## src/rtl/flash_reader_pkg.sv

```systemverilog
// Shared constants for the SPI NOR flash read engine.
// Command byte, frame geometry and FSM state encodings.
package flash_reader_pkg;

  localparam logic [7:0] FLASH_CMD_READ = 8'h03;
  localparam int FRAME_BITS = 48;
  localparam int DATA_BITS = 16;

  localparam logic [1:0] ST_INIT_WAIT = 2'd0;
  localparam logic [1:0] ST_IDLE      = 2'd1;
  localparam logic [1:0] ST_SHIFT     = 2'd2;
  localparam logic [1:0] ST_DONE      = 2'd3;

  function automatic logic [FRAME_BITS-1:0] read_frame(
    input logic [23:0] addr
  );
    return {FLASH_CMD_READ, addr, 16'h0000};
  endfunction

endpackage

```

## src/rtl/flash_reader_spi_shifter.sv

```systemverilog
// SPI mode-0 bit engine: SCLK divider, 48-bit TX frame,
// 16-bit RX window and bit counter.
module flash_spi_shifter
  import flash_reader_pkg::*;
#(
  parameter int CLK_DIV = 2
) (
  input  logic                  clk,
  input  logic                  rst_i,
  input  logic                  start_i,
  input  logic [FRAME_BITS-1:0] frame_i,
  input  logic                  miso_i,
  output logic                  sclk_o,
  output logic                  mosi_o,
  output logic                  busy_o,
  output logic                  done_o,
  output logic [DATA_BITS-1:0]  rx_word_o
);

  localparam int DW = (CLK_DIV > 1) ? $clog2(CLK_DIV) : 1;
  localparam int CW = $clog2(FRAME_BITS + 1);
  localparam logic [DW-1:0] DIV_LAST = DW'(CLK_DIV - 1);

  logic [DW-1:0]         div_q, div_d;
  logic                  sclk_q, sclk_d;
  logic [FRAME_BITS-1:0] tx_q, tx_d;
  logic [DATA_BITS-1:0]  rx_q, rx_d;
  logic [CW-1:0]         cnt_q, cnt_d;
  logic                  done_q, done_d;

  always_comb begin
    div_d  = div_q;
    sclk_d = sclk_q;
    tx_d   = tx_q;
    rx_d   = rx_q;
    cnt_d  = cnt_q;
    done_d = 1'b0;
    if (start_i) begin
      div_d  = '0;
      sclk_d = 1'b0;
      tx_d   = frame_i;
      cnt_d  = CW'(FRAME_BITS);
    end else if (cnt_q != '0) begin
      if (div_q == DIV_LAST) begin
        div_d  = '0;
        sclk_d = ~sclk_q;
        // rising edge samples MISO, falling edge advances MOSI
        if (!sclk_q) begin
          rx_d = {rx_q[DATA_BITS-2:0], miso_i};
        end else begin
          tx_d   = {tx_q[FRAME_BITS-2:0], 1'b0};
          cnt_d  = cnt_q - CW'(1);
          done_d = (cnt_q == CW'(1));
        end
      end else begin
        div_d = div_q + DW'(1);
      end
    end
  end

  always_ff @(posedge clk or posedge rst_i) begin
    if (rst_i) begin
      div_q  <= '0;
      sclk_q <= 1'b0;
      tx_q   <= '0;
      rx_q   <= '0;
      cnt_q  <= '0;
      done_q <= 1'b0;
    end else begin
      div_q  <= div_d;
      sclk_q <= sclk_d;
      tx_q   <= tx_d;
      rx_q   <= rx_d;
      cnt_q  <= cnt_d;
      done_q <= done_d;
    end
  end

  assign sclk_o    = sclk_q;
  assign mosi_o    = tx_q[FRAME_BITS-1];
  assign busy_o    = (cnt_q != '0);
  assign done_o    = done_q;
  assign rx_word_o = rx_q;

endmodule

```

## src/rtl/flash_reader.sv

```systemverilog
// SPI NOR flash READ engine serving 16-bit big-endian words
// to the CPU fetch path over an enable/ready handshake.
module flash_reader
  import flash_reader_pkg::*;
#(
  parameter int CLK_DIV      = 2,
  parameter int STARTUP_WAIT = 10000
) (
  input  logic        clk,
  input  logic        reset,
  input  logic [23:0] flashReadAddr,
  input  logic        flashEnabled,
  output logic [15:0] flashByteRead,
  output logic        flashDataReady,
  output logic        flashClk,
  output logic        flashCs,
  output logic        flashMosi,
  input  logic        flashMiso
);

  localparam int IW = (STARTUP_WAIT > 1) ? $clog2(STARTUP_WAIT) : 1;
  localparam logic [IW-1:0] INIT_LAST =
    (STARTUP_WAIT > 1) ? IW'(STARTUP_WAIT - 1) : '0;

  logic [1:0]    state_q, state_d;
  logic [IW-1:0] init_q, init_d;
  logic          cs_q, cs_d;
  logic          rdy_q, rdy_d;
  logic [15:0]   word_q, word_d;

  logic          start;
  logic          spi_busy;
  logic          spi_done;
  logic [15:0]   spi_word;

  assign start = (state_q == ST_IDLE) && flashEnabled && !spi_busy;

  flash_spi_shifter #(
    .CLK_DIV (CLK_DIV)
  ) u_shifter (
    .clk       (clk),
    .rst_i     (reset),
    .start_i   (start),
    .frame_i   (read_frame(flashReadAddr)),
    .miso_i    (flashMiso),
    .sclk_o    (flashClk),
    .mosi_o    (flashMosi),
    .busy_o    (spi_busy),
    .done_o    (spi_done),
    .rx_word_o (spi_word)
  );

  always_comb begin
    state_d = state_q;
    init_d  = init_q;
    cs_d    = cs_q;
    rdy_d   = rdy_q;
    word_d  = word_q;
    unique case (state_q)
      ST_INIT_WAIT: begin
        if (STARTUP_WAIT <= 1 || init_q == INIT_LAST) begin
          state_d = ST_IDLE;
        end else begin
          init_d = init_q + IW'(1);
        end
      end
      ST_IDLE: begin
        if (start) begin
          cs_d    = 1'b0;
          rdy_d   = 1'b0;
          state_d = ST_SHIFT;
        end
      end
      ST_SHIFT: begin
        if (spi_done) begin
          cs_d    = 1'b1;
          rdy_d   = 1'b1;
          word_d  = spi_word;
          state_d = ST_DONE;
        end
      end
      ST_DONE: begin
        // wait for the CPU to release the request first
        if (!flashEnabled) state_d = ST_IDLE;
      end
      default: state_d = ST_INIT_WAIT;
    endcase
  end

  always_ff @(posedge clk or posedge reset) begin
    if (reset) begin
      state_q <= ST_INIT_WAIT;
      init_q  <= '0;
      cs_q    <= 1'b1;
      rdy_q   <= 1'b1;
      word_q  <= '0;
    end else begin
      state_q <= state_d;
      init_q  <= init_d;
      cs_q    <= cs_d;
      rdy_q   <= rdy_d;
      word_q  <= word_d;
    end
  end

  assign flashCs        = cs_q;
  assign flashDataReady = rdy_q;
  assign flashByteRead  = word_q;

endmodule

```

## config.mk

```make
export PLATFORM = sky130hd
export DESIGN_NAME = flash_reader
export DESIGN_NICKNAME = d
export VERILOG_FILES = /design/src/rtl/flash_reader_pkg.sv /design/src/rtl/flash_reader_spi_shifter.sv /design/src/rtl/flash_reader.sv
export SDC_FILE = /design/constraint.sdc
export NUM_CORES = 1
export LEC_CHECK = 0
export ABC_CLOCK_PERIOD_IN_PS = 9200
export CORE_AREA = 2 2 103 105
export DETAILED_ROUTE_END_ITERATION = 10
export DIE_AREA = 0 0 105 107
export GPL_TIMING_DRIVEN = 0
export HOLD_SLACK_MARGIN = 0.06
export PLACE_DENSITY = 0.7
export SLEW_MARGIN = 0
export SYNTH_ARGS = -nofsm -noshare
export SYNTH_HDL_FRONTEND = slang
export SYNTH_SLANG_ARGS = --single-unit
```

## constraint.sdc

```tcl
create_clock -name clk -period 9.2 [get_ports clk]
set_clock_uncertainty 0.15 [all_clocks]
set_input_delay 1.84 -clock clk [delete_from_list [all_inputs] [get_ports clk]]
set_output_delay 1.84 -clock clk [all_outputs]
set_load 0.01 [all_outputs]
```

# == After elaboration in Yosys (flattened, before gate mapping) ==
# Cells that the tools add are included.
# totals
out_inout_bits,20
elab_cells,67
in_bits,28
regBits,106
# classes
n_addsub,3
bitwise_logic,3
n_eq_ne,9
n_reduce_logical,16
mux,26
# op_table
operator,n
48-bit two-way mux,4
6-bit two-way mux,4
"14-bit by 1-bit adder with 14-bit output, second input constant",1
"14-bit equality test, second input constant",1
1-bit two-way mux,12
2-bit two-way mux,4
2-bit one-hot mux with 4 select lines,1
4-bit AND reduction,2
2-bit nonzero test,4
"6-bit by 1-bit equality test with 1-bit output, second input constant",1
"2-bit != test, second input constant",3
2-bit AND reduction,3
3-bit AND reduction,2
6-bit nonzero test,1
"6-bit by 1-bit subtractor with 6-bit output, second input constant",1
"2-bit equality test, second input constant",2
1-bit inverter,3
"2-bit by 1-bit equality test with 1-bit output, second input constant",1
1-bit logical AND,2
2-bit logical NOT,1
"2-bit by 1-bit != test with 1-bit output, second input constant",1
1-bit one-hot mux with 2 select lines,1
"1-bit adder, second input constant",1
1-bit logical NOT,1

# == Longest topological paths before layout ==
# Gate-level depths: netlist (run 1).
# logic_depth
depth_word,5
mapped_depth,8
ltp_nobuf,6

# == By module ==
# From an unflattened synthesis (run 1), not the netlist that was laid out.
# unflattened
hier_cells,545
hier_area_um2,5656.7
# by_module_without_submodules
module,cells_per_inst,area_per_inst_um2,instances
flash_spi_shifter,429,4184.0,1
flash_reader,116,1472.7,1

# == Worst setup path after synthesis (run 1) ==
# OpenSTA, ideal clock, no wires.
# synth_path
path_type,input port to flip-flop
from,in flashEnabled
to,reg u_shifter.tx_q[36]
t_required_ns,8.973
arrival_time_ns,3.096
cell_stages,6
slack_ns,5.877
n_path_buf,2
path_cell_list,nor4bb_1 and3_1 clkbuf_1 clkbuf_1 a21oi_1 a21oi_1
# synth_between
elab_chain_len,4
word_cells_on_any_way,7
# synth_rtl
element,line,source
"start, declared",flash_reader.sv:12,"input logic flashEnabled,"
1-bit logical AND * (2 in series),flash_reader.sv:36,assign start = (state_q == ST_IDLE) && flashEnabled && !spi_busy;
2-bit nonzero test (no source line),n/a,
3-bit AND reduction (no source line),n/a,
"end signal, assigned",flash_reader_spi_shifter.sv:72,tx_q <= tx_d;
"end, declared",flash_reader_spi_shifter.sv:26,"logic [FRAME_BITS-1:0] tx_q, tx_d;"
# Mark *: on every way between the ends. The rest lies on a longest branch, timed or not.
# A chain may end at the register's enable or synchronous reset.

# == Worst setup path after layout (run 1) ==
# Ends and elaborated chain as after synthesis.

==> results of run 1 <==
synthesized netlist by cell type, drive strengths merged, types with 5 or more instances:
cell type	count	share of area (%)
clkbuf	13	1.2
xor2	5	1.1
o21ai	7	0.89
ha	8	2.5
buf	5	0.64
nand2	54	5.2
a21oi	54	6.9
dfrtp	89	57
nand3	13	1.7
inv	6	0.57
nor2	30	2.9
mux2	34	9.8
xnor2	9	2.0
nand4	5	0.80
sequential cells by signal, summed over array words and instances, names as in the netlist:
name,cells
u_shifter.rx_word_o,16
init_q,14
flashDataReady,1
u_shifter.cnt_q,6
u_shifter.done_o,1
u_shifter.tx_q,32
u_shifter.div_q,1
state_q,2
flashByteRead,16
u_shifter.sclk_o,1
power groups by stage:
stage	Clock [uW]	Combinational (uW)	Sequential [uW]
6_report	269	45.6	404
5_1_grt	297	50.5	405
4_1_cts	280	46.6	404
3_5_place_dp	0	46.4	412
3_3_place_gp	0	44.0	412
2_1_floorplan	0	26.6	411
metrics by stage:
| step | area [um^2] | total power [uW] |
|---|---|---|
| floorplan | 3930 | 438 |
| detailed placement | 4600 | 459 |
| global route | 4800 | 753 |
| CTS | 4800 | 731 |
| finish | 4800 | 718 |
| global placement | 4570 | 456 |
metal layers:
| metal | part of all wire, % | track usage (%) | up-vias |
|---|---|---|---|
| met5 | 0 | 0 | - |
| met3 | 4.2 | 4.44 | 2 |
| met1 | 45 | 16.8 | 1376 |
| met2 | 50 | 22.1 | 48 |
| met4 | 0.40 | 2.86 | 0 |
| li1 | - | - | 1380 |
placed cells by master, fill, tap and decap left out, types with 4 or more instances in the layout:
cell             count
dfrtp_1             89
nand2_1             54
a21oi_1             54
clkdlybuf4s50_1     47
mux2_2              33
nor2_1              30
nand3_1             13
clkbuf_1            13
xnor2_1              9
clkbuf_8             9
ha_1                 8
o21ai_0              7
inv_1                5
nand4_1              5
xor2_1               5
and3_1               4
nor3_1               4
final timing paths:
path | cells past startpoint | end | slack, ns
setup reg to reg | 8 | u_shifter.rx_word_o[0]$_DFFE_PP0P_ | 6.63
min in group asynchronous | 2 | u_shifter.tx_q[32]$_DFFE_PP0P_ | 1.74
hold / removal | 1 | init_q[13]$_DFFE_PP0P_ | 0.33
setup / recovery | 7 | u_shifter.tx_q[36]$_DFFE_PP0P_ | 5.28
max in group asynchronous | 3 | flashDataReady$_DFFE_PP1P_ | 6.49
hold reg to reg | 1 | init_q[13]$_DFFE_PP0P_ | 0.33
cell type report:
type	instances	area, um^2	area share, %
sequential	90	2250	46.9
multi-input combinational	253	1580	33.0
timing repair buffer	48	498	10.4
tap	136	170	3.54
clock buffer	9	124	2.58
clock inverter	7	75.1	1.56
buffer	18	73.8	1.54
inverter	6	25.0	0.521
cell families (layout without fill, tap and decap cells):
kind of cell,after synthesis,in the layout
AO/OA/AOI/OAI,69,69
XOR/XNOR,14,14
AND/OR/NAND/NOR,127,127
flip-flops,90,90
adder cells (fa/ha/maj),8,8
multiplexers,35,35
buffers and inverters,24,88
==> flow_metrics.py, run 1 <==
metrics = {
    "setup_path": {
        "worst-path-buf-inv": 3,
        "crit_fanout": 10,
        "crit_arrival_ns": 4.05,
        "path_cells": "clkdlybuf4s50_1 -> nor4bb_1 -> and3_1 -> clkbuf_1 -> clkbuf_1 -> a21oi_1 -> a21oi_1",
        "start_kind": "primary input",
        "critPathTopFamily": "buffers and inverters",
        "end_kind": "flip-flop",
        "startpoint": "flashEnabled",
        "r2r_start": "u_shifter.cnt_q[0]$_DFFE_PP0P_",
        "slowest_delay_ns": 0.54,
        "crit_slowest_cell": "nor4bb_1",
        "critPathKind": "in -> reg",
        "cp.required_ns": 9.33,
    },
    "pwr": {
        "comb_power_share_pct": 6.3,
        "leakage_uw": 0.00216,
        "power_density_nw_per_um2": 150,
        "ir_worst_vdd_uv": 88.7,
        "p_int_uw": 551,
        "clockPowerShare_pct": 37.4,
        "swShare_pct": 23.3,
        "power_frac_seq_pct": 56.3,
        "switchingPower_uw": 167,
    },
    "finish": {
        "synthToLayoutAreaGrowth_pct": 22.1,
        "drive_gt1_share_pct": 14.6,
        "stdcell_count": 567,
        "diodes": 0,
        "n_fill_cell": 973,
        "nets": 462,
        "fin_util_pct": 47.6,
    },
    "synth": {
        "ys.flop_type": "dfrtp_1",
        "synth-async-reset-ratio_pct": 100,
        "syn_nets": 403,
        "synth_edf_count": 0,
        "synthAdderAreaFrac_pct": 2.55,
        "synth_xor_xnor_area_share_pct": 3.12,
        "ys_warn_count": 0,
        "syn_area_per_cell_um2": 10.7,
        "mappedNetlistArea_um2": 3930,
        "ys_seq_area_share_pct": 57.3,
        "ys_seq_elements": 90,
        "synth-simple-area-share_pct": 15.2,
        "synth_mux_area_share_pct": 10.1,
        "synth_cell_types": 40,
        "synth_compound_area_share_pct": 9.32,
        "syn_inst": 367,
        "synth_top_family_by_area": "simple AND/OR/NAND/NOR gates",
    },
    "global_route": {
        "antenna_found_initial": 0,
        "grt_max_degree": 48,
        "grt_pass1_wl_mm": 12.1,
        "overflow": 0,
        "grt_util_all_layers_pct": 13.2,
        "grt_pass1_vias": 2612,
    },
    "sta": {
        "slew_headroom_pct": 59.5,
        "rsz0062_at_grt": "false",
        "fin_setup_tns_ns": 0,
        "hold_ws_ns": 0.327,
        "worst_slew_pin_slew_ns": 0.607,
        "drv_slew": 0,
        "hold_violations": 0,
        "fin_crit_sh_pct": 42.6,
        "fmax_ghz": 0.255,
        "setup_viol": 0,
        "period_minus_slack_ns": 3.92,
        "fin_ws_ns": 5.28,
    },
    "cts": {
        "clockBufferDepth": 2,
        "cts_resized": 0,
        "clk_latency_ns": 0.35,
        "cts.reportedPaths.clkPinSlew_ns": 0.09,
        "cts_tree": "built",
        "cts_inserted_buffers": 9,
        "cts.sinks": 90,
        "postCtsHoldBufs": 0,
        "root_buffer": "clkbuf_8",
        "h-tree-depth": 3,
        "post-cts-setup-buffers": 0,
    },
    "run": {
        "max-cap-violations": 0,
    },
    "drt": {
        "vias_per_cell": 4.95,
        "drt-initial-drc-count": 104,
        "wl_per_cell_um": 12.6,
        "drc": 0,
        "routed_wl_mm": 7.17,
        "vias": 2806,
        "antenna_left": 0,
        "first_pass_iters": 4,
    },
    "placed_design": {
        "portBuffers": 47,
        "place_inst": 551,
        "gp_congestion": 0.809,
        "pre_cts_ws_ns": 4.91,
        "hpwl_mm": 5.15,
    },
    "die": {
        "initial_core_util_pct": 39.0,
        "die_width_um": 105,
        "die_y_um": 107,
        "core_um2": 10100,
        "rows": 37,
        "num_io_pins": 48,
        "die-area_um2": 11200,
    },
    "min_path": {
        "hold_class": "reg -> reg",
        "worstHoldStart": "init_q[13]$_DFFE_PP0P_",
    },
    "status": {
        "outcome": "completed",
    },
}
Note: power is estimated with default switching activity, not from simulation.
==> run 2: changes to the inputs <==
--- a/config.mk
+++ b/config.mk
@@ -5,13 +5,13 @@
 export SDC_FILE = /design/constraint.sdc
 export NUM_CORES = 1
 export LEC_CHECK = 0
-export ABC_CLOCK_PERIOD_IN_PS = 9200
+export ABC_CLOCK_PERIOD_IN_PS = 3150
 export CORE_AREA = 2 2 103 105
 export DETAILED_ROUTE_END_ITERATION = 10
 export DIE_AREA = 0 0 105 107
 export GPL_TIMING_DRIVEN = 0
 export HOLD_SLACK_MARGIN = 0.06
-export PLACE_DENSITY = 0.7
+export PLACE_DENSITY = 0.72
 export SLEW_MARGIN = 0
 export SYNTH_ARGS = -nofsm -noshare
 export SYNTH_HDL_FRONTEND = slang
==> constraint.sdc (replaced) <==
create_clock -name clk -period 3.15 [get_ports clk]
set_clock_uncertainty 0.15 [all_clocks]
set_input_delay 0.63 -clock clk [delete_from_list [all_inputs] [get_ports clk]]
set_output_delay 0.63 -clock clk [all_outputs]
set_load 0.01 [all_outputs]
==> run 2 against run 1 <==
Effect of this change:
- sequential share of layout area grew 0.061 points
- largest cell class unchanged
- critical path depth is the same
- flip-flop and latch count is the same
- sequential power grew to 2.9 times the previous value
- die area is the same
- register-to-register slack lost 6.0 ns
- critical endpoint is now u_shifter.tx_q[23]$_DFFE_PP0P_
- core utilization shrank 0.062 points
- wire length grew 1.6%
- largest power group unchanged
- combinational power grew to 3.0 times the previous value
- first-iteration DRC count shrank 3.8%
- clock power grew to 2.8 times the previous value
- global-route usage grew 0.67 points
==> flow_metrics.py, run 2 (synthesis gave the netlist of run 1 again) <==
metrics = {
    "placed_design": {
        "gp_congestion": 0.835,
        "pre_cts_ws_ns": 0.0758,
        "portBuffers": 47,
        "hpwl_mm": 5.13,
    },
    "finish": {
        "diodes": 0,
        "nets": 462,
        "synthToLayoutAreaGrowth_pct": 22.0,
        "largest_reg_flops": 32,
        "drive_gt1_share_pct": 14.6,
        "final_cell_mix": "89 x dfrtp_1, 54 x nand2_1, 54 x a21oi_1",
        "largest_register": "u_shifter.tx_q",
        "layout_commonest_cell": "dfrtp_1",
    },
    "run": {
        "max-cap-violations": 0,
    },
    "sta": {
        "hold_violations": 0,
        "period_minus_slack_ns": 2.71,
        "drv_slew": 0,
        "slew_headroom_pct": 63.0,
        "hold_ws_ns": 0.324,
        "fin_crit_sh_pct": 86.1,
        "rsz0062_at_grt": "false",
        "fin_ws_ns": 0.438,
        "fin_setup_tns_ns": 0,
        "worst_slew_pin_slew_ns": 0.548,
        "fmax_ghz": 0.369,
        "setup_viol": 0,
    },
    "setup_path": {
        "slowest_delay_ns": 0.55,
        "start_kind": "primary input",
        "end_kind": "flip-flop",
        "crit_arrival_ns": 2.85,
        "reg2reg_slack_ns": 0.61,
        "path_cells": "clkdlybuf4s50_1 -> nor4bb_1 -> and3_1 -> clkbuf_1 -> clkbuf_1 -> a21oi_1 -> a21oi_1",
        "r2r_cells": 8,
        "crit_fanout": 10,
        "critPathKind": "in -> reg",
        "r2r_start": "u_shifter.cnt_q[0]$_DFFE_PP0P_",
        "r2r-end": "u_shifter.rx_word_o[6]$_DFFE_PP0P_",
        "cp.required_ns": 3.29,
        "crit_slowest_cell": "clkdlybuf4s50_1",
    },
    "cts": {
        "post-cts-setup-buffers": 0,
        "root_buffer": "clkbuf_8",
        "clk_latency_ns": 0.36,
        "clockBufferDepth": 2,
        "h-tree-depth": 3,
        "cts.reportedPaths.clkPinSlew_ns": 0.10,
        "postCtsHoldBufs": 0,
        "cts_resized": 0,
        "cts_tree": "built",
        "cts_inserted_buffers": 9,
        "cts.sinks": 90,
    },
    "die": {
        "initial_core_util_pct": 39.0,
        "die_y_um": 107,
        "num_io_pins": 48,
        "core_um2": 10100,
        "die_width_um": 105,
        "rows": 37,
        "die-area_um2": 11200,
    },
    "min_path": {
        "hold_class": "reg -> reg",
        "worstHoldStart": "u_shifter.tx_q[40]$_DFFE_PP0P_",
        "holdPathEnd": "u_shifter.tx_q[41]$_DFFE_PP0P_",
        "min_path_cells": 2,
    },
    "global_route": {
        "overflow": 0,
        "grt_pass1_wl_mm": 12.5,
        "grt_util_all_layers_pct": 13.9,
        "antenna_found_initial": 0,
        "grt_pass1_vias": 2705,
        "grt_max_degree": 48,
    },
    "drt": {
        "first_pass_iters": 4,
        "wl_per_cell_um": 12.8,
        "drc": 0,
        "routed_wl_mm": 7.28,
        "vias": 2825,
        "antenna_left": 0,
        "vias_per_cell": 4.98,
        "drt-initial-drc-count": 100,
    },
    "pwr": {
        "power_density_nw_per_um2": 433,
        "p_total_uw": 2080,
        "leakage_uw": 0.00214,
        "ir_worst_vdd_uv": 208,
    },
    "status": {
        "outcome": "completed",
    },
}
run 2: cell count changes in the layout (fill, tap and decap cells not counted), sizes merged:
cell,change
clkinv,-2
bufinv,-1
inv,+1
clkinvlp,+2
run 2: worst max path at each step:
| stage | startpoint | cells after the start | endpoint | slack (ns) |
|---|---|---|---|---|
| 2_1_floorplan | reset | 1 | flashByteRead[0]$_DFFE_PP0P_ | 0.04 |
| 3_3_place_gp | reset | 2 | init_q[6]$_DFFE_PP0P_ | -1.26 |
| 3_5_place_dp | flashEnabled | 7 | u_shifter.tx_q[23]$_DFFE_PP0P_ | 0.08 |
| 4_1_cts | flashEnabled | 7 | u_shifter.tx_q[33]$_DFFE_PP0P_ | 0.45 |
| 5_1_grt | flashEnabled | 7 | u_shifter.tx_q[23]$_DFFE_PP0P_ | 0.23 |
| 6_report | flashEnabled | 7 | u_shifter.tx_q[23]$_DFFE_PP0P_ | 0.44 |
run 2: layout make-up:
class | instances | area, um^2
Fill cell | 1008 | 5300
Sequential cell | 90 | 2250
Multi-Input combinational cell | 253 | 1580
Timing Repair Buffer | 48 | 498
Tap cell | 136 | 170
Clock buffer | 9 | 124
Buffer | 18 | 73.8
Clock inverter | 7 | 68.8
Inverter | 6 | 25.0
run 2: worst max-delay path, delay by kind of cell:
kind,cells,cell delay [ns]
buffers and inverters,3,1.18
AOI/OAI and AO/OA,2,0.27
and+or+nand+nor,2,0.78
run 2: report_power, final:
| group | internal [uW] | switching, uW |
|---|---|---|
| logic | 65.5 | 70.0 |
| registers | 1170 | 11.8 |
| clock network | 307 | 454 |
run 2: through the flow:
stage / instances / utilization [%] / cell area [um^2]
global placement: 550 / 45.3 / 4570
global route: 567 / 47.5 / 4800
detailed placement: 551 / 45.6 / 4600
CTS: 567 / 47.5 / 4800
floorplan: 367 / - / 3930
finish: 567 / 47.5 / 4800
run 2: per-layer routing:
layer | vias to the layer above | GRT usage, % | routed length [um]
met5 | - | 0 | 0
met4 | 0 | 6.00 | 148
met3 | 10 | 3.77 | 279
met2 | 55 | 22.6 | 3460
met1 | 1381 | 17.5 | 3400
li1 | 1379 | - | -
